## src/rtl/csa_multiword_seq_pkg.sv

```systemverilog
// Shared constants and FSM state type for the multi-word carry-select sequencer.
package csa_multiword_seq_pkg;

    localparam int unsigned CHUNK_W = 16;

    typedef enum logic [1:0] {
        ST_IDLE = 2'd0,
        ST_RUN  = 2'd1,
        ST_DONE = 2'd2
    } state_e;

endpackage

```

## src/rtl/csa_multiword_seq_csa16.sv

```systemverilog
// 16-bit carry-select adder: low byte ripples, high byte is precomputed for both carries.
module csa16 (
    input  logic [15:0] a,
    input  logic [15:0] b,
    input  logic        ci,
    output logic [15:0] s,
    output logic        co
);

    logic [8:0] lo;
    logic [8:0] hi0;
    logic [8:0] hi1;

    always_comb begin
        lo  = {1'b0, a[7:0]}  + {1'b0, b[7:0]} + {8'd0, ci};
        hi0 = {1'b0, a[15:8]} + {1'b0, b[15:8]};
        hi1 = hi0 + 9'd1;
        s   = {(lo[8] ? hi1[7:0] : hi0[7:0]), lo[7:0]};
        co  = lo[8] ? hi1[8] : hi0[8];
    end

endmodule

```

## src/rtl/csa_multiword_seq.sv

```systemverilog
// WIDTH-bit add/sub computed LSB chunk first through a single shared csa16,
// with the inter-chunk carry held in a register.
module csa_multiword_seq
    import csa_multiword_seq_pkg::*;
#(
    parameter int unsigned WIDTH = 64
) (
    input  logic             clk,
    input  logic             rst,
    input  logic             in_valid,
    output logic             in_ready,
    input  logic [WIDTH-1:0] a,
    input  logic [WIDTH-1:0] b,
    input  logic             ci,
    input  logic             sub,
    output logic             out_valid,
    input  logic             out_ready,
    output logic [WIDTH-1:0] s,
    output logic             co,
    output logic             busy
);

    localparam int unsigned NCHUNK = WIDTH / CHUNK_W;
    localparam int unsigned IDX_W  = (NCHUNK > 1) ? $clog2(NCHUNK) : 1;
    localparam logic [IDX_W-1:0] IDX_LAST = IDX_W'(NCHUNK - 1);

    state_e             state_q, state_d;
    logic [IDX_W-1:0]   idx_q, idx_d;
    logic               carry_q, carry_d;
    logic [WIDTH-1:0]   a_q, a_d;
    logic [WIDTH-1:0]   b_q, b_d;
    logic [WIDTH-1:0]   s_q, s_d;
    logic               co_q, co_d;

    logic [CHUNK_W-1:0] chunk_a;
    logic [CHUNK_W-1:0] chunk_b;
    logic [CHUNK_W-1:0] chunk_s;
    logic               chunk_co;

    csa16 u_csa16 (
        .a  (chunk_a),
        .b  (chunk_b),
        .ci (carry_q),
        .s  (chunk_s),
        .co (chunk_co)
    );

    always_ff @(posedge clk or posedge rst) begin
        if (rst) state_q <= ST_IDLE;
        else     state_q <= state_d;
    end

    always_comb begin
        state_d = state_q;
        case (state_q)
            ST_IDLE: if (in_valid)           state_d = ST_RUN;
            ST_RUN:  if (idx_q == IDX_LAST)  state_d = ST_DONE;
            ST_DONE: if (out_ready)          state_d = ST_IDLE;
            default:                         state_d = ST_IDLE;
        endcase
    end

    always_comb begin
        in_ready  = (state_q == ST_IDLE) && !rst;
        out_valid = (state_q == ST_DONE);
        busy      = (state_q == ST_RUN) || (state_q == ST_DONE);
    end

    always_comb begin
        chunk_a = '0;
        chunk_b = '0;
        for (int unsigned i = 0; i < NCHUNK; i++) begin
            if (idx_q == IDX_W'(i)) begin
                chunk_a = a_q[i*CHUNK_W +: CHUNK_W];
                chunk_b = b_q[i*CHUNK_W +: CHUNK_W];
            end
        end
    end

    // Subtraction is folded into the operand latch: b is inverted and carry-in forced to 1.
    always_comb begin
        idx_d   = idx_q;
        carry_d = carry_q;
        a_d     = a_q;
        b_d     = b_q;
        s_d     = s_q;
        co_d    = co_q;
        case (state_q)
            ST_IDLE: begin
                if (in_valid) begin
                    a_d     = a;
                    b_d     = sub ? ~b : b;
                    carry_d = sub ? 1'b1 : ci;
                    idx_d   = '0;
                end
            end
            ST_RUN: begin
                for (int unsigned i = 0; i < NCHUNK; i++) begin
                    if (idx_q == IDX_W'(i)) s_d[i*CHUNK_W +: CHUNK_W] = chunk_s;
                end
                carry_d = chunk_co;
                if (idx_q == IDX_LAST) co_d = chunk_co;
                else                   idx_d = idx_q + IDX_W'(1);
            end
            default: ;
        endcase
    end

    always_ff @(posedge clk or posedge rst) begin
        if (rst) begin
            idx_q   <= '0;
            carry_q <= 1'b0;
            a_q     <= '0;
            b_q     <= '0;
            s_q     <= '0;
            co_q    <= 1'b0;
        end else begin
            idx_q   <= idx_d;
            carry_q <= carry_d;
            a_q     <= a_d;
            b_q     <= b_d;
            s_q     <= s_d;
            co_q    <= co_d;
        end
    end

    assign s  = s_q;
    assign co = co_q;

endmodule

```

## config.mk

```make
export PLATFORM = sky130hd
export DESIGN_NAME = csa_multiword_seq
export DESIGN_NICKNAME = d
export VERILOG_FILES = /design/src/rtl/csa_multiword_seq_pkg.sv /design/src/rtl/csa_multiword_seq_csa16.sv /design/src/rtl/csa_multiword_seq.sv
export SDC_FILE = /design/constraint.sdc
export NUM_CORES = 1
export LEC_CHECK = 0
export BUFFER_PORTS_ARGS = -buffer_cell sky130_fd_sc_hd__clkbuf_2
export CAP_MARGIN = 20
export CORE_UTILIZATION = 44
export DETAILED_ROUTE_END_ITERATION = 10
export HOLD_SLACK_MARGIN = 0.08
export MAX_ROUTING_LAYER = met4
export PLACE_DENSITY_LB_ADDON = 0.05
export SETUP_SLACK_MARGIN = 0.1
export SLEW_MARGIN = 20
export SYNTH_ARGS = -nofsm -noshare
export SYNTH_HDL_FRONTEND = slang
export SYNTH_HIERARCHICAL = 1
export SYNTH_SLANG_ARGS = --single-unit
```

## constraint.sdc

```tcl
create_clock -name clk -period 8.5 [get_ports clk]
set_input_delay 0.85 -clock clk [delete_from_list [all_inputs] [get_ports clk]]
set_output_delay 0.85 -clock clk [all_outputs]
set_load 0.1 [all_outputs]
```

Word-level counts from Yosys, hierarchy flattened. Cells that the tools add are included.

Flip-flop bits (word level): 198. Latch bits: 0. Bits in writable memories: 0. Bits in read-only memories: 0. Output and inout bits: 68. Memories kept: 0.

Add/sub/neg operators: 5. $mul: 0. Divide/modulo/power cells: 0. Magnitude comparators: 0. Equality and inequality tests: 9. Shifts and indexed selects: 0. Muxes and demuxes: 21. Bitwise operators: 1. Reduce and logical (&&, ||, !) cells: 14.

Operators by type and width (number): 16-bit 2-to-1 mux (8); 64-bit 2-to-1 mux (1); 64-bit NOT (1); 8-bit by 8-bit adder with 9-bit output (2); 2-bit AND reduction (6); 2-bit 2-to-1 mux (5); 9-bit by 1-bit adder with 9-bit output (1); 9-bit by 1-bit adder with 9-bit output (second input constant) (1); 8-bit 2-to-1 mux (1); 2-bit == test (second input constant) (3); 2-bit case mux with 3 select lines (1); 3-bit AND reduction (2); 2-bit by 1-bit == test with 1-bit output (second input constant) (2); 2-bit logical NOT (2); 2-bit by 1-bit != test with 1-bit output (second input constant) (2); 2-bit != test (second input constant) (2); 2-bit case mux with 2 select lines (1); 1-bit 2-to-1 mux (3); 2-bit by 1-bit adder with 2-bit output (second input constant) (1); 1-bit case mux with 2 select lines (1); 2-bit nonzero test (1); 1-bit logical AND (1); 1-bit logical NOT (1); 1-bit logical OR (1).

Depth between registers and ports, before layout. Gate-level depths: netlist (run 1).

Depth in word-level cells: 9. Gate-level depth with buffers: 21. Mapped depth without buffers: 18.

Hierarchy. Netlist (run 1), hierarchy kept.

Modules (own cells, without submodules): csa_multiword_seq (instances 1, cells an instance 745, area each 8969.9 um^2, sequential area each 4954.8 um^2); csa16 (instances 1, cells an instance 101, area each 814.5 um^2, sequential area each 0.0 um^2).

Worst setup path before layout (run 1). No wires, ideal clock.

Path type: register -> register. From: reg idx_q[0]. To: reg carry_q. Setup time: 0.130 ns. Arrival time: 3.598 ns. Required time: 8.370 ns. Path slack: 4.773 ns. Stages on the path, launching flop included: 21. Clock period less this slack: 3.727 ns. Path through: dfrtp_1 -> ha_1 -> buf_2 -> nor2b_1 -> buf_2 -> buf_4 -> a221oi_1 -> o31ai_1 -> inv_1 -> fa_1 -> inv_1 -> fa_1 -> a21o_1 -> a21oi_2 -> o21ai_2 -> nand3_1 -> nor4_2 -> xnor2_1 -> mux2_2 -> o22ai_1 -> a21oi_1.

Word-level cells in the longest chain between the ends: 9.

RTL lines: start, declared (RTL line csa_multiword_seq.sv:28) `logic [IDX_W-1:0] idx_q, idx_d;`; start signal, assigned (RTL line csa_multiword_seq.sv:118) `idx_q <= idx_d;`; 2-bit logical NOT (RTL line csa_multiword_seq.sv:73) `if (idx_q == IDX_W'(i)) begin`; 16-bit 2-to-1 mux (3 in series) (RTL line csa_multiword_seq.sv:73); 16-bit 2-to-1 mux * (RTL line csa_multiword_seq.sv:73); via chunk_a[0] (RTL line csa_multiword_seq.sv:35) `logic [CHUNK_W-1:0] chunk_a;`; 8-bit by 8-bit adder with 9-bit output * (RTL line csa_multiword_seq_csa16.sv:15) `lo = {1'b0, a[7:0]} + {1'b0, b[7:0]} + {8'd0, ci};`; 9-bit by 1-bit adder with 9-bit output * (RTL line csa_multiword_seq_csa16.sv:15); 1-bit 2-to-1 mux * (RTL line csa_multiword_seq_csa16.sv:19) `co = lo[8] ? hi1[8] : hi0[8];`; via chunk_co (RTL line csa_multiword_seq.sv:38) `logic chunk_co;`; 1-bit case mux with 2 select lines * (RTL line csa_multiword_seq.sv:88) `case (state_q)`; end signal, assigned (RTL line csa_multiword_seq.sv:119) `carry_q <= carry_d;`; end, declared (RTL line csa_multiword_seq.sv:29) `logic carry_q, carry_d;`.

Mark *: on every way through the listed nets, which the timed path passes. The rest lies on a longest branch. A chain may end at the register's enable or synchronous reset.

Worst setup path after layout (run 1).
From: reg idx_q[1]. To: reg carry_q.

Same word-level chain as after synthesis.

==> summary.md, run 1 <==
| Metric | Value |
|---|---|
| Outcome | `finished clean` |
| Setup WS pre-CTS | `roughly 4200 ps` |
| Cell Count, Final, Fillers Out | `between 1,000 and 1,500` |
| First drt pass iteration count | `6` |
| Overall global routing resource usage | `between 20 and 25%` |
| CP delay by family, top | `compound AO/OA/AOI/OAI gates` |
| Multi-input logic area | `0.00453 mm²` |
| Number of hold violations in the final report | `0` |
| Ys async rst share | `between 90% and 100%` |
| CTS buffer count | `17` |
| Clock slew at reported path FFs | `~70 ps` |
| Cell row count | `54` |
| Synth warnings | `6` |
| Main synth FF type | `dfrtp_1` |
| Final setup TNS | `0 ps` |
| Maximum number of pins on one net before global-route repair | `between 100 and 150` |
| Ant diodes | `0` |
| DIE WIDTH | `151 µm` |
| Max transition margin | `around a third` |
| DR iter-0 viols | `~430` |
| Wire length per cell | `~18 µm` |
| WP buf/inv | `5` |
| Post-CTS Resized | `0` |
| Placed instance area | `between 0.01 and 0.015 mm²` |
| Final Instance Area | `0.0115 mm²` |
| Post-synthesis cell area | `0.00978 mm²` |
| Critical-path top delay cell | `fa_1` |
| H-tree Lvls | `4` |
| DRC | `0` |
| Starting density of the core | `between 40 and 50%` |
| Slew @ Worst Pin | `approximately 980 ps` |
| Worst-case clock skew | `13.1 ps` |
| Hold Buf Count CTS | `0` |
| Area Overhead vs Synth | `17.7%` |
| Max Fclk | `232 MHz` |
| Sequential cell area fraction in the yosys report | `around half` |
| CTS sink cnt | `198` |
| Core Area | `0.0218 mm²` |
| Die Outline Area | `about 0.023 mm²` |
| Vias | `6,832` |
| Max Slew Vio Count | `0` |
| Number of setup buffers added after CTS | `0` |
| Syn_nets | `between 1,000 and 1,500` |
| Worst path most repeated cell | `inv_1` |
| DRT antenna net count | `0` |
| Ratio of final minimum period to clock period | `50.7%` |
| Critical path, cell by cell | `inv_1, ha_1, buf_4, nor2b_2, buf_4, a221oi_1, o31ai_1, inv_1, fa_1, inv_1, fa_1, a21o_1, a21oi_2, o21ai_2, nand3_1, nor4_2, xnor2_1, mux2_2, o22ai_1, a21oi_1` |
| Hold WC Path Type | `reg -> reg` |
| Die Height | `151 µm` |
| DP HPWL | `between 15 and 20 mm` |
| Register area | `around 0.0050 mm²` |
| EDFF count, synth | `0` |
| CP Launch Type | `flop` |
| Clk buf depth | `2` |
| Synth cell types | `46` |
| CP Data Arrival Time | `around 4600 ps` |
| Vias/cell | `5.22` |
| Boundary Pins | `about 200` |
| Nets@finish | `around 1,200` |
| Filler instances | `2,020` |
| Minimum clock period | `4310 ps` |
| Initial antenna violation count | `0` |
| First-pass GRT wire length | `approximately 36 mm` |
| Clk Latency, worst-skew pair | `between 400 and 500 ps` |
| Flops & latches, synth | `roughly 200` |
| Critical Path RT | `about 8800 ps` |
| RSZ-0062 raised after global routing | `false` |
| Final WS setup | `approximately 4200 ps` |
| Clock root cell | `clkbuf_16` |
| Vias in the first global route | `approximately 6,600` |
| Max-cap violations | `0` |
| Gr ovfl total | `0` |
| Routed WL | `23.2 mm` |
| Final setup viols | `0` |
| Placed cells | `about 1,300` |
| Crit-path max FO | `34` |
| Syn Inst Count | `846` |
| Setup CP Type | `reg -> reg` |
| Share of layout cells above drive strength 1 | `37.8%` |
| RePlAce Congestion | `a little over 0.8` |
| Setup crit end kind | `flop` |
| Buffers on Ports | `about 200` |
| CP max stage delay | `430 ps` |
| CTS tree | `yes` |
| Synthesized area per cell | `11.6 µm²` |
[through the flow]
stage | util [%] | hold slack, ps
2_1_floorplan | - | 450
3_3_place_gp | 50.2 | 465
3_5_place_dp | 50.2 | 470
4_1_cts | 52.8 | 486
5_1_grt | 52.8 | 505
6_report | 52.8 | 483
[Yosys cell counts (10+ instances only)]
| library cell | n | area [µm²] |
|---|---|---|
| dfrtp_1 | 198 | 4950 |
| mux2_2 | 130 | 1460 |
| nand2_1 | 103 | 387 |
| xnor2_1 | 75 | 657 |
| o21ai_0 | 68 | 340 |
| nor2b_1 | 40 | 250 |
| a221oi_1 | 32 | 280 |
| o31ai_1 | 32 | 240 |
| clkbuf_1 | 28 | 105 |
| ha_1 | 25 | 313 |
| buf_2 | 20 | 100 |
| inv_1 | 13 | 48.8 |
| a21oi_1 | 10 | 50.1 |
[kinds of logic after synthesis]
logic type / Yosys count / share of synthesized area [%]
AOI/OAI and AO/OA: 163 / 11.1
muxes: 133 / 15.4
buffers and inverters: 68 / 3.25
DFF: 198 / 50.6
adders and majority gates: 28 / 3.81
xor gates and xnor gates: 81 / 7.33
and+or+nand+nor: 175 / 8.50
[state kept, by name, summed over array words and instances, names as in the netlist]
register / cells
a_q: 64
b_q: 64
carry_q: 1
co: 1
idx_q: 2
s: 64
state_q: 2
[final cells by class]
cell class                      instances  share of cell area (%)
Timing Repair Buffer                  207                    9.18
Tap cell                              280                    3.04
Inverter                               13                   0.489
Multi-Input combinational cell        580                    39.4
Clock buffer                           18                    3.73
Clock inverter                         13                    1.21
Sequential cell                       198                    43.0
[path summary, 6_finish.rpt]
kind                           from  cells past startpoint  endpoint  slack (ps)
min                         b_q[60]                      2   b_q[60]         480
max                        idx_q[1]                     20   carry_q        4190
max reg2reg                idx_q[1]                     20   carry_q        4190
max in group asynchronous       rst                      3     s[19]        6750
min in group asynchronous       rst                      2   b_q[55]         550
min reg2reg                 b_q[60]                      2   b_q[60]         480
[layer usage]
metal	track usage, %	vias to the layer above	share of wire (%)
met1	30.1	3317	48
met4	7.00	0	2.0
met5	-	-	0
li1	-	3308	-
met3	3.64	24	4.6
met2	32.4	183	45
[worst reg2reg max path, stage by stage, from the launching register on]
cell      delay, ps
dfrtp_1         390
inv_1            90
ha_1            190
buf_4           250
nor2b_2         150
buf_4           350
a221oi_1        140
o31ai_1         240
inv_1            90
fa_1            430
inv_1            80
fa_1            210
a21o_1          140
a21oi_2          90
o21ai_2         270
nand3_1         160
nor4_2          300
xnor2_1         130
mux2_2          270
o22ai_1         140
a21oi_1          60
[cell usage in the layout (no fill, tap or decap), types with 3 or more instances in the layout]
cell type and instances:
clkbuf_2 200, inv_1 12, xor2_1 5, a21oi_1 10
a221oi_1 32, nand2_2 4, buf_4 6, a21o_1 3
ha_1 23, o21ai_1 3, xnor2_1 75, mux2_2 130
nor2b_1 39, nand4_1 4, inv_8 5, inv_6 3
fa_1 3, nand2_1 103, o21ai_0 68, clkbuf_16 17
nor2_1 9, o31ai_1 32, dfrtp_1 198
Power of run 1 is left out: the tool's default activity adds up to more than one toggle a clock period on the data nets, which glitch-free logic cannot reach.
==> inputs of run 2 (changes only) <==
Settings changed: ABC_AREA set to 1.
Clock period 8.5 ns to 3.9 ns, I/O delays scaled along.
==> summary.md, run 2 <==
| Metric | Value |
|---|---|
| CP Launch Type | `flop` |
| Critical-path top delay cell | `ha_2` |
| Post-synthesis cell area | `roughly 0.010 mm²` |
| Minimum clock period | `approximately 3400 ps` |
| Vias | `~8,500` |
| Final setup TNS | `0 ps` |
| Nets@finish | `1,647` |
| Ant diodes | `0` |
| Synth warnings | `6` |
| Mux cell area share after synthesis | `less than 1%` |
| Final setup viols | `0` |
| DRC | `0` |
| First drt pass iteration count | `5` |
| Buffers on Ports | `around 200` |
| CTS tree | `yes` |
| Area Overhead vs Synth | `16.7%` |
| Ys async rst share | `between 90% and 100%` |
| Commonest non-fill, non-tap cell in the layout | `nand2_1` |
| Count leader, synth | `nand2_1` |
| Synth cell types | `30` |
| DIE WIDTH | `between 150 and 200 µm` |
| Die Outline Area | `0.0241 mm²` |
| Maximum number of pins on one net before global-route repair | `70` |
| CTS sink cnt | `~200` |
| Ratio of final minimum period to clock period | `between 80% and 90%` |
| WHS Endpoint | `a_q[3]` |
| Clk buf depth | `2` |
| DR iter-0 viols | `around 560` |
| Overall global routing resource usage | `a little under a quarter` |
| Reg2reg start | `idx_q[0]` |
| Post-synth top area share | `47.9%` |
| Number of hold violations in the final report | `0` |
| Vias/cell | `4.71` |
| Outcome | `finished clean` |
| Register area | `0.00495 mm²` |
| Boundary Pins | `a little over 200` |
| Slew @ Worst Pin | `about 1000 ps` |
| Share of layout cells above drive strength 1 | `a little under a fifth` |
| Wire length per cell | `between 10 and 15 µm` |
| Setup crit end kind | `flop` |
| R2R depth | `21` |
| Synthesized area per cell | `7.85 µm²` |
| R2R Path End | `carry_q` |
| Multi-input logic area | `around 0.0046 mm²` |
| Initial antenna violation count | `0` |
| Vias in the first global route | `8,318` |
| Setup CP Type | `reg -> reg` |
| Synth top cells by count | `nand2_1, dfrtp_1, inv_1` |
| Critical Path RT | `4220 ps` |
| Flops & latches, synth | `198` |
| H-tree Lvls | `4` |
| Synth Area in Adders | `~3.6%` |
| Syn_nets | `~1,500` |
| DP HPWL | `between 15 and 20 mm` |
| Crit-path max FO | `29` |
| Synth area leader | `dfrtp_1` |
| Clock slew at reported path FFs | `around 80 ps` |
| Max transition margin | `approximately a third` |
| Gr ovfl total | `0` |
| Worst path most repeated cell | `nand2_1` |
| Cell row count | `55` |
| Filler instances | `between 2,000 and 2,500` |
| Post-CTS Resized | `0` |
| Synth Area in Simple Gates | `26.8%` |
| Hold WC Path Type | `in -> reg` |
| Main synth FF type | `dfrtp_1` |
| WP buf/inv | `4` |
| Main area contributors after synthesis | `dfrtp_1, nand2_1, xor2_1, o21ai_0, a21oi_1` |
| CP delay by family, top | `simple AND/OR/NAND/NOR gates` |
| HP Start | `a[3]` |
| EDFF count, synth | `0` |
| Hold depth | `3` |
| CP max stage delay | `between 500 and 600 ps` |
| Critical path, cell by cell | `inv_1, ha_2, buf_4, a21oi_1, nand2_1, nand2_1, ha_1, nand2_1, inv_1, a21oi_1, nand2_1, nand2_1, nand2_1, nor2_1, nand2_1, nand2_1, nand2_1, inv_1, nand2_1, nand3_1, nand2_1` |
| Most frequent cells in the layout | `nand2_1, clkbuf_2, dfrtp_1, inv_1, o21ai_0` |
| CP Data Arrival Time | `between 3000 and 4000 ps` |
| Sequential cell area fraction in the yosys report | `47.9%` |
| R2R Setup Slk | `around 530 ps` |
| First-pass GRT wire length | `about 43 mm` |
| Core Area | `0.0228 mm²` |
| Starting density of the core | `45.3%` |
| Clock root cell | `clkbuf_16` |
| RSZ-0062 raised after global routing | `false` |
| Max Slew Vio Count | `0` |
| Max-cap violations | `0` |
| Clk Latency, worst-skew pair | `440 ps` |
| Max Fclk | `approximately 300 MHz` |
| Worst-case clock skew | `13.0 ps` |
| Die Height | `roughly 160 µm` |
| Syn Inst Count | `1,317` |
| Largest family of logic cells by synthesized area | `simple AND/OR/NAND/NOR gates` |
| CTS buffer count | `17` |
| Synth Area in Compound Gates | `roughly 7.8%` |
| DRT antenna net count | `0` |
| XOR/XNOR Fraction of Synth Area | `roughly 6.4%` |
| RePlAce Congestion | `approximately 0.86` |
| Routed WL | `~26 mm` |
## run 2: area by class of cell
class	count	share of cell area, %
clock buffer	17	3.52
clock inverter	14	1.15
inverter	94	2.98
multi-input combinational	953	38.4
sequential	198	41.0
tap	313	3.24
timing repair buffer	221	9.62
## run 2: through the flow
stage | area [µm²] | setup slack (ps) | hold slack [ps] | std cells | utilization [%]
after floorplan | 10300 | 881 | 449 | 1317 | -
after global placement | 11500 | 596 | 402 | 1778 | 50.3
after detailed placement | 11500 | 544 | 407 | 1778 | 50.3
after CTS | 12100 | 527 | 123 | 1810 | 52.8
after global routing | 12100 | 144 | 140 | 1810 | 52.8
final | 12100 | 533 | 141 | 1810 | 52.8
## run 2: timing repair
action                                  4_1_cts  5_1_grt
setup buffers                                 0        0
hold buffers                                  1        0
endpoints found under the hold margin        15        0
endpoints found under the setup margin        0        0
## run 2: cells by family after synthesis
group,after synthesis
simple gates,690
flops,198
buf+inv,166
compound gates,158
xor+xnor,76
fa+ha+maj,28
mux,1
## run 2: how the worst max path moves through the flow
stage | depth (start not counted) | slack (ps) | start | endpoint
2_1_floorplan | 25 | 880 | idx_q[0] | carry_q
3_3_place_gp | 17 | 600 | idx_q[0] | s[30]
3_5_place_dp | 18 | 540 | idx_q[0] | s[31]
4_1_cts | 18 | 530 | idx_q[0] | s[31]
5_1_grt | 21 | 140 | idx_q[0] | carry_q
6_report | 21 | 530 | idx_q[0] | carry_q
## run 2: worst reg2reg max path, delay by kind of cell, from the launching register on
| kind | cells | cell delay, ps |
|---|---|---|
| DFF | 1 | 420 |
| and+or+nand+nor | 13 | 1050 |
| adders and majority gates | 2 | 940 |
| AOI/OAI and AO/OA | 2 | 290 |
| buffers and inverters | 4 | 560 |
## run 2: layer usage
layer  global-route usage, %  share of wire [%]  up-vias
met1                    32.9                 50     3900
met2                    36.9                 45      192
met3                    3.01                3.1       28
li1                        -                  -     4409
met4                    7.10                1.9        0
met5                       -                  0        -
Power of run 2 is left out for the same reason.
==> inputs of run 3 (changes only) <==
Clock period 3.9 ns to 3.7 ns, I/O delays scaled along.
==> summary.md, run 3 (same netlist as run 2, synthesis figures left out) <==
| Metric | Value |
|---|---|
| First drt pass iteration count | `5` |
| Starting density of the core | `a little under half` |
| Clk Latency, worst-skew pair | `about 440 ps` |
| Max transition margin | `between 30% and 40%` |
| Max Fclk | `approximately 300 MHz` |
| Max-cap violations | `0` |
| Share of layout cells above drive strength 1 | `18.8%` |
| DR iter-0 viols | `442` |
| DRT antenna net count | `0` |
| Setup crit end kind | `flop` |
| Final setup viols | `0` |
| Vias in the first global route | `between 8,000 and 9,000` |
| Most frequent cells in the layout | `nand2_1, clkbuf_2, dfrtp_1, inv_1, o21ai_0` |
| Die Outline Area | `approximately 0.024 mm²` |
| Vias | `8,649` |
| Core Area | `between 0.02 and 0.025 mm²` |
| RSZ-0062 raised after global routing | `false` |
| Clock root cell | `clkbuf_16` |
| Outcome | `finished clean` |
| Setup CP Type | `reg -> reg` |
| Minimum clock period | `about 3300 ps` |
| Wire length per cell | `between 10 and 15 µm` |
| Vias/cell | `4.78` |
| Clock slew at reported path FFs | `approximately 80 ps` |
| DP HPWL | `19.5 mm` |
| CTS tree | `yes` |
| CTS sink cnt | `approximately 200` |
| DIE WIDTH | `about 160 µm` |
| Gr ovfl total | `0` |
| H-tree Lvls | `4` |
| Hold WC Path Type | `in -> reg` |
| Critical Path RT | `approximately 4000 ps` |
| CP Launch Type | `flop` |
| Filler instances | `2,323` |
| CTS buffer count | `17` |
| Slew @ Worst Pin | `~1000 ps` |
| Final setup TNS | `0 ps` |
| RePlAce Congestion | `roughly 0.85` |
| Ant diodes | `0` |
| Boundary Pins | `slightly above 200` |
| Cell row count | `between 50 and 60` |
| Overall global routing resource usage | `~24%` |
| Area Overhead vs Synth | `17.7%` |
| Buffers on Ports | `approximately 200` |
| DRC | `0` |
| Commonest non-fill, non-tap cell in the layout | `nand2_1` |
| CP Data Arrival Time | `between 3000 and 4000 ps` |
| Number of hold violations in the final report | `0` |
| Crit-path max FO | `8` |
| Max Slew Vio Count | `0` |
| Ratio of final minimum period to clock period | `~89%` |
| Die Height | `155 µm` |
| Maximum number of pins on one net before global-route repair | `roughly 110` |
| Clk buf depth | `2` |
| Routed WL | `26.8 mm` |
| Initial antenna violation count | `0` |
| Nets@finish | `roughly 1,600` |
| Worst-case clock skew | `approximately 13 ps` |
| First-pass GRT wire length | `about 44 mm` |
## run 3: cell types whose count changed in the layout (fill, tap and decap cells not counted)
cell	previous run	this run
clkinv_4	3	1
inv_6	4	5
clkinvlp_4	4	2
ha_2	2	1
inv_8	2	3
clkbuf_1	0	1
bufinv_16	0	1
buf_4	20	17
clkinv_8	2	4
buf_12	0	3
ha_4	0	1
inv_1	91	90
## run 3: timing repair
action	CTS	global route
hold endpoints to repair	16	0
setup endpoints to repair	0	15
gates resized for setup	0	2
buffers inserted	0	1
hold buffers	1	0
## run 3: through the flow
step | hold WS, ps | utilization [%] | worst slack [ps] | area (µm²) | instances
2_1_floorplan | 449 | - | 681 | 10300 | 1317
3_3_place_gp | 401 | 50.4 | 412 | 11500 | 1777
3_5_place_dp | 397 | 50.4 | 362 | 11500 | 1777
4_1_cts | 113 | 53.2 | 341 | 12100 | 1810
5_1_grt | 122 | 53.3 | 109 | 12200 | 1811
6_report | 120 | 53.3 | 417 | 12200 | 1811
## run 3: worst paths after layout
kind | from | endpoint | slack [ps] | depth (start not counted)
setup / recovery | idx_q[1] | carry_q | 420 | 25
hold / removal | a[3] | a_q[3] | 120 | 3
min in group asynchronous | rst | s[33] | 480 | 3
setup reg to reg | idx_q[1] | carry_q | 420 | 25
max in group asynchronous | rst | a_q[6] | 2260 | 4
hold reg to reg | b_q[52] | b_q[52] | 480 | 2
## run 3: routing by layer
layer  vias up  track usage, %  wire length [µm]
li1       4416               -                 -
met2       203            38.0             12600
met4         0            5.51               270
met5         -               -                 0
met1      4013            33.7             13100
met3        17            2.48               937
## run 3: cell type report
type                            instances  area, µm²  share of cell area, %
Clock buffer                           18        429                   3.53
Sequential cell                       198       4950                   40.7
Clock inverter                         14        181                   1.49
Tap cell                              313        392                   3.22
Timing Repair Buffer                  221       1200                   9.85
Multi-Input combinational cell        953       4650                   38.2
Inverter                               94        363                   2.98
## run 3: critical path: stages, from the launching register on
cell	delay, ps
dfrtp_1	440
inv_1	90
ha_1	230
clkinvlp_4	150
buf_4	180
nand3_1	70
nand2_1	80
nand2_1	40
nand2_1	60
inv_1	60
fa_1	390
inv_1	100
fa_1	220
nand3_1	80
nand2_1	130
nand2_1	100
nand2_4	120
nand3_4	110
nor2_4	130
nand2_1	50
nand2_1	50
nand2_1	50
inv_1	60
nand2_1	50
nand3_1	90
nand2_1	50
Power of run 3 is left out for the same reason.
